<file path="config.mk">
export PLATFORM = sky130hd
export DESIGN_NAME = usb_fifo_writer_flat
export DESIGN_NICKNAME = d
export VERILOG_FILES = /design/src/rtl/usb_daq_pkg.sv /design/src/rtl/usb_fifo_writer_if.sv /design/src/rtl/usb_skid2.sv /design/src/rtl/usb_fifo_writer.sv /design/src/flat_wrapper.sv
export SDC_FILE = /design/constraint.sdc
export NUM_CORES = 1
export LEC_CHECK = 0
export ABC_AREA = 1
export CAP_MARGIN = 15
export CORE_ASPECT_RATIO = 0.75
export CORE_MARGIN = 1.5
export CORE_UTILIZATION = 48
export DETAILED_ROUTE_END_ITERATION = 8
export PLACE_DENSITY = 0.81
export SYNTH_ARGS = -nofsm -noshare
export SYNTH_HDL_FRONTEND = slang
export SYNTH_HIERARCHICAL = 1
export SYNTH_SLANG_ARGS = --single-unit
</file>
<file path="constraint.sdc">
create_clock -name usbdataclk -period 4.8 [get_ports usbdataclk]
set_input_delay 1.44 -clock usbdataclk [delete_from_list [all_inputs] [get_ports usbdataclk]]
set_output_delay 1.44 -clock usbdataclk [all_outputs]
set_load 0.05 [all_outputs]
</file>
<file path="src/rtl/usb_daq_pkg.sv">
// Shared constants and FSM encoding for the USB DAQ FX2 writer path.
// Holds the default buffer length, EP6 FIFO address and RAM address width.
package usb_daq_pkg;

    localparam int ADDR_W = 11;
    localparam int BUF_LEN_DEF = 2048;
    localparam logic [1:0] EP6_ADDR = 2'b10;

    typedef enum logic [1:0] {
        ST_IDLE  = 2'd0,
        ST_FETCH = 2'd1,
        ST_DRAIN = 2'd2
    } state_e;

endpackage

</file>
<file path="src/rtl/usb_fifo_writer_if.sv">
// RAM read port plus FX2 slave-FIFO pins of the writer.
// master = writer side, slave = RAM/FX2 environment side.
interface usb_fifo_writer_if;

    logic [usb_daq_pkg::ADDR_W-1:0] usbdadd;
    logic [7:0] usbdata;
    logic full_n;
    logic [7:0] fd;
    logic slwr_n;
    logic [1:0] fifoadr;

    modport master (
        output usbdadd, fd, slwr_n, fifoadr,
        input  usbdata, full_n
    );

    modport slave (
        input  usbdadd, fd, slwr_n, fifoadr,
        output usbdata, full_n
    );

endinterface

</file>
<file path="src/rtl/usb_skid2.sv">
// Two-entry byte skid buffer; head_o is valid whenever count_o != 0.
module usb_skid2 (
    input  logic       clk,
    input  logic       rst,
    input  logic       push_i,
    input  logic       pop_i,
    input  logic [7:0] din_i,
    output logic [7:0] head_o,
    output logic [1:0] count_o
);

    logic [7:0] e0_q, e0_d, e1_q, e1_d;
    logic [1:0] cnt_q, cnt_d, wpos;

    always_comb begin
        e0_d = e0_q;
        e1_d = e1_q;
        wpos = cnt_q - {1'b0, pop_i};
        if (pop_i) e0_d = e1_q;
        if (push_i) begin
            if (wpos == 2'd0) e0_d = din_i;
            else              e1_d = din_i;
        end
        cnt_d = cnt_q + {1'b0, push_i} - {1'b0, pop_i};
    end

    always_ff @(posedge clk or posedge rst) begin
        if (rst) begin
            e0_q  <= 8'h00;
            e1_q  <= 8'h00;
            cnt_q <= 2'd0;
        end else begin
            e0_q  <= e0_d;
            e1_q  <= e1_d;
            cnt_q <= cnt_d;
        end
    end

    assign head_o  = e0_q;
    assign count_o = cnt_q;

endmodule

</file>
<file path="src/rtl/usb_fifo_writer.sv">
// Drains one ping-pong buffer half into the FX2 slave FIFO per send_go edge.
// Define FX2_OVERRUN_CNT_EN to add the saturating overrun_cnt port.
module usb_fifo_writer
    import usb_daq_pkg::*;
#(
    parameter int         BUF_LEN = BUF_LEN_DEF,
    parameter logic [1:0] EP_ADDR = EP6_ADDR
) (
    input  logic usbdataclk,
    input  logic rst,
    input  logic send_go,
    output logic busy,
    output logic done,
    usb_fifo_writer_if.master bus
`ifdef FX2_OVERRUN_CNT_EN
    , output logic [7:0] overrun_cnt
`endif
);

    localparam logic [ADDR_W-1:0] LAST = ADDR_W'(BUF_LEN - 1);

    state_e state_q, state_d;
    logic go_q, arm_q, go_rise;
    logic [ADDR_W-1:0] addr_q, addr_d;
    logic all_q, all_d, pend_q;
    logic issue, pop;
    logic [1:0] cnt;
    logic [7:0] head;
    logic [2:0] occ;

    // arm_q blocks a level already high when reset releases
    assign go_rise = send_go & ~go_q & arm_q;
    assign pop     = (cnt != 2'd0) & bus.full_n;
    assign occ     = {1'b0, cnt} + {2'b0, pend_q} - {2'b0, pop};

    always_ff @(posedge usbdataclk or posedge rst) begin
        if (rst) state_q <= ST_IDLE;
        else     state_q <= state_d;
    end

    always_comb begin
        state_d = state_q;
        unique case (state_q)
            ST_IDLE:  if (go_rise) state_d = ST_FETCH;
            ST_FETCH: state_d = ST_DRAIN;
            ST_DRAIN: if (done) state_d = go_rise ? ST_FETCH : ST_IDLE;
            default:  state_d = ST_IDLE;
        endcase
    end

    // occ<=1 leaves room for the read issued now even if nothing pops next
    always_comb begin
        issue = 1'b0;
        done  = 1'b0;
        unique case (state_q)
            ST_IDLE:  ;
            ST_FETCH: issue = 1'b1;
            ST_DRAIN: begin
                issue = ~all_q & (occ <= 3'd1);
                done  = all_q & ~pend_q & (cnt == 2'd1) & pop;
            end
            default:  ;
        endcase
        busy         = (state_q != ST_IDLE);
        bus.usbdadd  = issue ? addr_q : '0;
        bus.slwr_n   = (cnt == 2'd0);
        bus.fd       = head;
        bus.fifoadr  = EP_ADDR;
    end

    always_comb begin
        addr_d = addr_q;
        all_d  = all_q;
        if (state_q == ST_FETCH) all_d = 1'b0;
        if (issue) begin
            if (addr_q == LAST) begin
                addr_d = '0;
                all_d  = 1'b1;
            end else begin
                addr_d = addr_q + 1'b1;
            end
        end
    end

    always_ff @(posedge usbdataclk or posedge rst) begin
        if (rst) begin
            go_q   <= 1'b0;
            arm_q  <= 1'b0;
            addr_q <= '0;
            all_q  <= 1'b0;
            pend_q <= 1'b0;
        end else begin
            go_q   <= send_go;
            arm_q  <= arm_q | ~send_go;
            addr_q <= addr_d;
            all_q  <= all_d;
            pend_q <= issue;
        end
    end

    usb_skid2 u_skid (
        .clk     (usbdataclk),
        .rst     (rst),
        .push_i  (pend_q),
        .pop_i   (pop),
        .din_i   (bus.usbdata),
        .head_o  (head),
        .count_o (cnt)
    );

`ifdef FX2_OVERRUN_CNT_EN
    logic [7:0] ovr_q;

    always_ff @(posedge usbdataclk or posedge rst) begin
        if (rst)
            ovr_q <= 8'h00;
        else if (go_rise & busy & ~done & (ovr_q != 8'hFF))
            ovr_q <= ovr_q + 8'h01;
    end

    assign overrun_cnt = ovr_q;
`endif

endmodule

</file>
<file path="src/flat_wrapper.sv">
// flat-port wrapper written by rule: the top's interface ports become plain ports
module usb_fifo_writer_flat import usb_daq_pkg::*;
#(
    parameter int         BUF_LEN = BUF_LEN_DEF,
    parameter logic [1:0] EP_ADDR = EP6_ADDR
)
  (usbdataclk, rst, send_go, busy, done, bus_usbdadd, bus_fd, bus_slwr_n, bus_fifoadr, bus_usbdata, bus_full_n);
  usb_fifo_writer_if bus_i ();
  input  logic usbdataclk;
  input  logic rst;
  input  logic send_go;
  output logic busy;
  output logic done;
  output wire logic [$bits(bus_i.usbdadd)-1:0] bus_usbdadd;
  output wire logic [$bits(bus_i.fd)-1:0] bus_fd;
  output wire logic [$bits(bus_i.slwr_n)-1:0] bus_slwr_n;
  output wire logic [$bits(bus_i.fifoadr)-1:0] bus_fifoadr;
  input wire logic [$bits(bus_i.usbdata)-1:0] bus_usbdata;
  input wire logic [$bits(bus_i.full_n)-1:0] bus_full_n;
  assign bus_usbdadd = bus_i.usbdadd;
  assign bus_fd = bus_i.fd;
  assign bus_slwr_n = bus_i.slwr_n;
  assign bus_fifoadr = bus_i.fifoadr;
  assign bus_i.usbdata = bus_usbdata;
  assign bus_i.full_n = bus_full_n;
  usb_fifo_writer #(.BUF_LEN(BUF_LEN), .EP_ADDR(EP_ADDR)) u_core (.usbdataclk(usbdataclk), .rst(rst), .send_go(send_go), .busy(busy), .done(done), .bus(bus_i));
endmodule
</file>
# == Word-level counts from Yosys, hierarchy flattened ==
# Cells that the tools add are included.
# op_classes
n_addsub,6
magnitude_cmp,1
n_eq_ne,6
muxes,14
bitwise,13
n_reduce_logical,7
# ops
op,n
$mux 8,3
$mux 11,2
$add 11x1->11 const B,1
$eq 11x11->1 const B,1
$and 1x1->1,7
$logic_not 2->1,3
$pmux 2 s3,1
$mux 1,5
$not 1->1,5
$eq 2x1->1 const B,2
$mux 2,2
$reduce_and 2->1,2
$reduce_bool 2->1,2
$sub 2x1->2,2
$add 2x1->3,1
$le 3x1->1 const B,1
$sub 3x1->3,1
$add 2x1->2,1
$eq 2x2->1 const B,1
$ne 2x1->1 const B,1
$ne 2x2->1 const B,1
$pmux 1 s2,1
$or 1x1->1,1
# totals
ff_bits,35
input_bits,12
out_inout_bits,24
wordCells,56

# == Logic depth before layout (Yosys ltp) ==
# Gate-level depths: netlist of the first run.
# depth
ltp_word,7
mapped_depth,16
mapped_depth_nobuf,16

# == Cells and area by module ==
# Netlist of the first run, hierarchy kept.
# modules_own_cells
module,n_inst,cells_each,area_per_inst_um2,seq_area_each_um2
usb_fifo_writer,1,164,1187.4,425.4
usb_skid2,1,110,920.9,450.4

# == Worst setup path before layout of the first run ==
# Ideal clock, no wire load.
# synth_timing
path_type,input to output
from,input port bus_full_n
to,output port bus_usbdadd[10]
arrival_ns,3.966
required_time_ns,3.360
slack_ns,-0.606
stages,14
path_buffers,1
cell_sequence,inv_1 -> nor2_1 -> ha_1 -> inv_1 -> ha_1 -> inv_1 -> fa_1 -> nand2_1 -> nor2_1 -> nand2_1 -> nand2_2 -> nand2_4 -> buf_8 -> nor2_1
# synth_between
elab_chain_len,6
# synth_rtl
element,line_no,source
from (decl),flat_wrapper.sv:19,input wire logic [$bits(bus_i.full_n)-1:0] bus_full_n;
$and 1x1->1,usb_fifo_writer.sv:33,assign pop = (cnt != 2'd0) & bus.full_n;
via u_core.pop,usb_fifo_writer.sv:26,"logic issue, pop;"
$sub 3x1->3,usb_fifo_writer.sv:34,"assign occ = {1'b0, cnt} + {2'b0, pend_q} - {2'b0, pop};"
$le 3x1->1,usb_fifo_writer.sv:59,issue = ~all_q & (occ <= 3'd1);
$and 1x1->1,usb_fifo_writer.sv:59,
$pmux 1 s2,usb_fifo_writer.sv:55,unique case (state_q)
$mux 11,usb_fifo_writer.sv:65,bus.usbdadd = issue ? addr_q : '0;
to (decl),flat_wrapper.sv:14,output wire logic [$bits(bus_i.usbdadd)-1:0] bus_usbdadd;
# The timed path passes the listed nets, and every way through them passes these cells.

# == Worst setup path after layout of the first run ==
# layout_timing
from,input port bus_full_n
to,output port bus_usbdadd[1]
# Same word-level chain as after synthesis.

==> summary.txt, run 1 <==
Status
  • Status: finished clean

Pwr
  • Peak supply drop: 0.362 mV
  • Leakage power: 1.30 nW
  • Tot Pwr: 1.61 mW
  • Pwr dens: 569 nW/µm²

Synth
  • Mapped Nets: 296
  • Avg Cell Area, Syn: 7.69 µm²
  • Synth warn: 6
  • Flops & latches, synth: 35
  • Synth top area cells: dfrtp_1 (42%), nand2_1 (16%), inv_1 (6.8%)
  • Share of the synthesized area in the top cell type: 41.5%
  • Synth area leader: dfrtp_1
  • Mapped cell area: 2110 µm²
  • Sequential element share of the synthesized area: 41.5%
  • Unique masters post-synth: 29
  • Gate Count Post-Synth: 274

Timing
  • Final hold violations: 0
  • Max_slew headroom: 54.1%
  • Final Slew Violations: 0
  • Final setup viols: 0
  • WHS: 459 ps
  • Final min period: 4750 ps
  • Slew @ Worst Pin: 688 ps
  • Fmax: 210 MHz
  • Post-route clock period utilization: 99.0%
  • Setup repair after global routing missed its margin: yes
  • Setup TNS: 0 ps
  • Clock skew: 10.0 ps

Global route
  • Global route overflow: 0
  • Initial antenna violation count: 0
  • Vias in the first global route: 1809
  • GRT met1 Usage: 29.5%
  • GRT Util Overall: 23.1%
  • First-pass GRT wire length: 8180 µm
  • Largest net degree at the start of global routing: 21
  • Grt met3 use: 6.92%
  • Met2 Use GR: 38.0%
  • Grt peak-use layer: met2

Placement
  • Area post-placement: 2660 µm²
  • Buffers added on ports: 33
  • Post-DP HPWL: 3250 µm
  • GP Congestion: 0.888

Finish
  • Fraction of layout instances using a drive strength above 1: 18.2%
  • Post-layout nets: 334
  • Layout area overhead: 34.4%
  • # diodes: 0
  • FILL cells: 340
  • Design area: 2830 µm²

Worst setup path
  • WS Path Type: in2out
  • CP peak stage delay: 480 ps
  • WP data arrival: 3310 ps
  • Family with the most delay on the worst path: adder cells
  • Slowest stage cell, crit path: fa_1
  • Sequence of cells on the critical path: buf_8 > inv_8 > nor2_4 > ha_4 > inv_4 > ha_4 > inv_2 > fa_1 > nand2_1 > nor2_1 > nand2_1 > nand2_4 > nand2_8 > nor2_4 > buf_12
  • Element type at the critical path end: primary output
  • R2R cell count: 15
  • Startpoint Class: input pin
  • Worst flop-to-flop path startpoint: u_core/u_skid/count_o[1]
  • Max FO, Critical Path: 8
  • Reg2reg end: u_core/addr_q[8]
  • Setup slack, reg-to-reg: 2030 ps
  • WP buf/inv: 5
  • Worst EP required: 3360 ps

Routing
  • DRC errors left: 0
  • Routed Wire Length: 4690 µm
  • Vias: 1871
  • DR iter-0 viols: 167
  • DRT Pass-1 Iters: 4
  • Post-DRT Antenna Nets: 0
  • Routed len/inst: 12.7 µm
  • Routed vias/inst: 5.08

Clocking
  • Clock Path Buffers: 2
  • Clock Sinks: 35
  • Clock Root Buffer: clkbuf_8
  • H-Tree Depth: 2
  • Hold buffers post-CTS: 0
  • Clock Latency Late Sink: 300 ps
  • Clk slew on worst S/H paths: 60 ps
  • Num CTS Buffers: 5
  • CTS tree: done

Floorplanning
  • Io pins: 36
  • Chip Width: 79.5 µm
  • Initial Util: 51.1%
  • Cell Rows: 20
  • Chip height: 60.4 µm
  • Core footprint: 4130 µm²
  • Die area: 4800 µm²

Flow run
  • Maxcap violations: 0

Min path
  • Hold Crit Class: reg2reg
  • Hold_sp: u_core/arm_q
  • Min-Delay Path Depth: 2
  • Hold endpoint: u_core/arm_q
-- kinds of logic after synthesis --
logic type | Yosys count | share of synthesized area, %
adder cells (fa/ha/maj) | 10 | 6.29
buffers and inverters | 47 | 10.6
other | 2 | 0.356
flip-flops | 35 | 41.5
XOR/XNOR | 5 | 2.08
AND/OR/NAND/NOR | 156 | 33.4
AO/OA/AOI/OAI | 19 | 5.70
-- through the flow --
step                      instances  utilization (%)  setup slack (ps)
after floorplan                 274                -             -33.8
after global placement          357             64.5              -536
after detailed placement        357             64.5              -596
after CTS                       368             68.6             -63.6
after global routing            368             68.6             -61.6
final                           368             68.6              47.7
-- cell usage after synthesis (all sizes together) --
cell,count
nand2,94
inv,38
dfrtp,35
nor2,28
nand3,20
o21ai,16
nand4,11
ha,9
buf,8
xor2,3
conb,2
nand3b,2
xnor2,2
a21boi,1
clkbuf,1
fa,1
nor3,1
o21bai,1
o22ai,1
-- flip-flops by register name (all words and copies together), names as in the netlist --
name / flops
u_core/state_q: 2
u_core/go_q: 1
u_core/all_q: 1
u_core/pend_q: 1
u_core/addr_q: 11
u_core/u_skid/e1_q: 8
u_core/u_skid/count_o: 2
u_core/u_skid/head_o: 8
u_core/arm_q: 1
-- power by group --
| part | total, mW | switching (mW) | internal (mW) |
|---|---|---|---|
| logic | 0.911 | 0.603 | 0.308 |
| registers | 0.463 | 0.0757 | 0.388 |
| clock network | 0.237 | 0.106 | 0.131 |
-- how the worst max path moves through the flow --
stage / startpoint / end / slack (ps) / depth (start not counted)
after global placement: bus_full_n / bus_usbdadd[0] / -540 / 15
final: bus_full_n / bus_usbdadd[1] / 50 / 15
after floorplan: bus_full_n / bus_usbdadd[0] / -30 / 14
after detailed placement: bus_full_n / bus_usbdadd[0] / -600 / 15
after global routing: bus_full_n / bus_usbdadd[1] / -60 / 15
after CTS: bus_full_n / bus_usbdadd[1] / -60 / 15
-- worst register-to-register path, cell delays in order, from the launching register on --
cell     delay [ps]
dfrtp_1         470
nor2_1          270
nor2_4           80
ha_4            220
inv_4            50
ha_4            110
inv_2            30
fa_1            480
nand2_1          50
nor2_1           80
nand2_1         110
nand2_4         120
nand2_4         120
buf_4           240
o21ai_0         150
nand2_1          70
-- cell usage in the layout (no fill, tap or decap), drive strengths merged, types with 2 or more instances in the layout --
master and n:
ha 9, clkdlybuf4s50 20, nor2 28, buf 19, o21ai 16, nand3 20
nand3b 2, nand4 11, dfrtp 35, xnor2 2, clkbuf 8, inv 38
nand2 95, xor2 3, conb 2
-- per-layer routing --
layer / up-vias / share of wire [%]
met5: - / 0
met4: 0 / 1.3
met3: 6 / 5.1
met2: 49 / 47
met1: 884 / 47
li1: 932 / -
-- timing repair --
action | 4_1_cts | 5_1_grt
pin swaps | 10 | 8
cloned | 1 | 0
setup endpoints to repair | 11 | 11
gates resized for setup | 12 | 1
buffers inserted | 2 | 0
-- cell type report --
class,count,area [µm²],share of cell area [%]
Clock buffer,8,100,3.53
Inverter,38,153,5.39
Multi-Input combinational cell,193,1150,40.5
Sequential cell,35,876,30.9
Tap cell,55,68.8,2.43
Timing Repair Buffer,39,488,17.2
No activity file was read; power rests on OpenSTA's default activity.
==> run 2, diff against run 1 <==
--- a/config.mk
+++ b/config.mk
@@ -10,6 +10,7 @@
 export CORE_ASPECT_RATIO = 0.75
 export CORE_MARGIN = 1.5
 export CORE_UTILIZATION = 48
+export CTS_CLUSTER_DIAMETER = 30
 export DETAILED_ROUTE_END_ITERATION = 8
 export PLACE_DENSITY = 0.81
 export SYNTH_ARGS = -nofsm -noshare
==> results of run 2 <==
Final layout, timing and power as in run 1 (identical DEF).
==> run 3, diff against run 2 <==
--- a/config.mk
+++ b/config.mk
@@ -8,7 +8,7 @@
 export ABC_AREA = 1
 export CAP_MARGIN = 15
 export CORE_ASPECT_RATIO = 0.75
-export CORE_MARGIN = 1.5
+export CORE_MARGIN = 2
 export CORE_UTILIZATION = 48
 export CTS_CLUSTER_DIAMETER = 30
 export DETAILED_ROUTE_END_ITERATION = 8
==> summary.txt, run 3 (same netlist as run 1, synthesis figures left out) <==
Status
  • Status: finished clean

Worst setup path
  • Worst EP required: 3360 ps (about the same)
  • Worst flop-to-flop path startpoint: u_core/u_skid/count_o[1]
  • Reg2reg end: u_core/addr_q[6]
  • Max FO, Critical Path: 8 (unchanged)
  • Startpoint Class: input pin
  • WS Path Type: in2out
  • Element type at the critical path end: primary output
  • R2R cell count: 15 (unchanged)
  • CP Launch Point: bus_full_n
  • Crit path to: bus_usbdadd[1]
  • Setup slack, reg-to-reg: 2060 ps (+30 ps)
  • WP data arrival: 3340 ps (+30 ps)

Finish
  • Fraction of layout instances using a drive strength above 1: 19.0% (+0.84 points)
  • Post-route insts no fill: 370 (+0.54%)
  • Layout area overhead: 35.8%
  • # diodes: 0 (unchanged)
  • Register area: 876 µm² (unchanged)
  • Max reg flops: 11 (unchanged)
  • Commonest non-fill, non-tap cell in the layout: nand2_1
  • FILL cells: 329 (-3.2%)
  • Commonest cells after routing, fill and taps aside: nand2_1 (90), inv_1 (35), dfrtp_1 (35), clkdlybuf4s50_1 (20), nand3_1 (17)
  • Most flop-heavy register: u_core/addr_q
  • Post-layout nets: 336 (+0.60%)
  • Final Core Density: 69.4% (+0.73 points)
  • Multi-input logic area: 1150 µm² (unchanged)

Timing
  • Final setup viols: 0 (unchanged)
  • Final Slew Violations: 0 (unchanged)
  • Setup WS post-layout: 19.3 ps (-28.4 ps)
  • Setup repair after global routing missed its margin: yes
  • Slew @ Worst Pin: 714 ps (+26.1 ps)
  • Final hold violations: 0 (unchanged)
  • Fmax: 209 MHz (-0.59%)
  • Max_slew headroom: 52.3% (-1.7 points)
  • WHS: 466 ps (+7.72 ps)
  • Post-route clock period utilization: 99.6% (+0.59 points)
  • Clock skew: 9.50 ps (-0.531 ps)
  • Final min period: 4780 ps (+28.4 ps)

Global route
  • First-pass GRT wire length: 8120 µm (-0.76%)
  • Initial antenna violation count: 0 (unchanged)
  • Vias in the first global route: 1813 (+0.22%)
  • GRT Util Overall: 22.2% (-0.97 points)
  • Largest net degree at the start of global routing: 21 (unchanged)
  • Global route overflow: 0 (unchanged)

Routing
  • DRT Pass-1 Iters: 4 (unchanged)
  • Routed Wire Length: 4850 µm (+3.6%)
  • DR iter-0 viols: 151 (-9.6%)
  • Vias: 1852 (-1.0%)
  • Routed vias/inst: 5.01 (-1.6%)
  • Routed len/inst: 13.1 µm (+3.0%)
  • DRC errors left: 0 (unchanged)
  • Post-DRT Antenna Nets: 0 (unchanged)

Floorplanning
  • Cell Rows: 20 (unchanged)
  • Initial Util: 51.1% (unchanged)
  • Chip height: 61.4 µm (+1.7%)
  • Chip Width: 80.5 µm (+1.3%)
  • Core footprint: 4130 µm² (unchanged)
  • Io pins: 36 (unchanged)
  • Die area: 4940 µm² (+2.9%)

Clocking
  • Clock Latency Late Sink: 300 ps (about the same)
  • Clk slew on worst S/H paths: 70 ps (about the same)
  • H-Tree Depth: 2 (unchanged)
  • Hold buffers post-CTS: 0 (unchanged)
  • CTS tree: done
  • Clock Path Buffers: 2 (unchanged)
  • Num CTS Buffers: 5 (unchanged)
  • Clock Sinks: 35 (unchanged)
  • Clock Root Buffer: clkbuf_8

Min path
  • Hold Crit Class: reg2reg
  • Min-Delay Path Depth: 2 (unchanged)

Flow run
  • Maxcap violations: 0 (unchanged)

Pwr
  • Pwr dens: 577 nW/µm² (+1.5%)
  • Peak supply drop: 0.380 mV (+4.8%)
  • Leakage power: 1.32 nW (+1.5%)
  • Tot Pwr: 1.65 mW (+2.6%)

Placement
  • Post-DP HPWL: 3280 µm (+0.92%)
  • Placed cell count: 360 (+0.84%)
  • Pre-CTS setup slack: -611 ps (-15.4 ps)
  • Buffers added on ports: 33 (unchanged)
  • GP Congestion: 0.865 (-2.6%)
## run 3: area by class of cell
cell class / count / share of cell area, %
clock buffers: 6 / 2.88
clock inverters: 2 / 1.22
inverters: 38 / 5.24
multi-input cells: 193 / 40.1
flip-flops and latches: 35 / 30.6
well taps: 55 / 2.40
repair buffers: 41 / 17.6
## run 3: repair_timing
item                       in CTS  in global routing
setup endpoints to repair      11                 11
pin swaps                      11                 12
gates resized for setup        12                  0
gates cloned                    1                  0
setup buffers                   0                  1
## run 3: worst min path at each step
stage                     startpoint                    end  slack (ps)
3_3_place_gp            u_core/arm_q           u_core/arm_q         440
2_1_floorplan           u_core/arm_q           u_core/arm_q         430
3_5_place_dp   u_core/u_skid/e1_q[1]  u_core/u_skid/e1_q[1]         460
5_1_grt                 u_core/arm_q           u_core/arm_q         510
4_1_cts                 u_core/arm_q           u_core/arm_q         480
6_report                u_core/arm_q           u_core/arm_q         470
## run 3: per-stage QoR
stage	area, µm²	TNS (ps)
CTS	2860	-498
finish	2860	0
floorplan	2220	-129
detailed placement	2690	-6560
global route	2860	-384
global placement	2690	-5660
## run 3: critical path, cell delays in order
cell and delay (ps):
buf_8 90, inv_8 30, nor2_4 100, ha_4 210, inv_2 60, ha_4 120, inv_2 30, fa_1 470
nand2_1 50, nor2_1 80, nand2_1 110, nand2_4 120, nand2_8 120, nor2_4 180, buf_12 150
## run 3: power by group
group	switching, mW	internal, mW	leakage (nW)
combinational	0.600	0.309	0.812
sequential	0.0760	0.388	0.448
clock	0.113	0.168	0.0612
total	0.789	0.864	1.32
## run 3: layer usage
metal  track usage, %  up-vias  wire length [µm]
met5                0        -                 0
met4             9.93        0                94
met2             36.1       63              2280
met1             27.8      843              2150
li1                 -      934                 -
met3             6.89       12               330
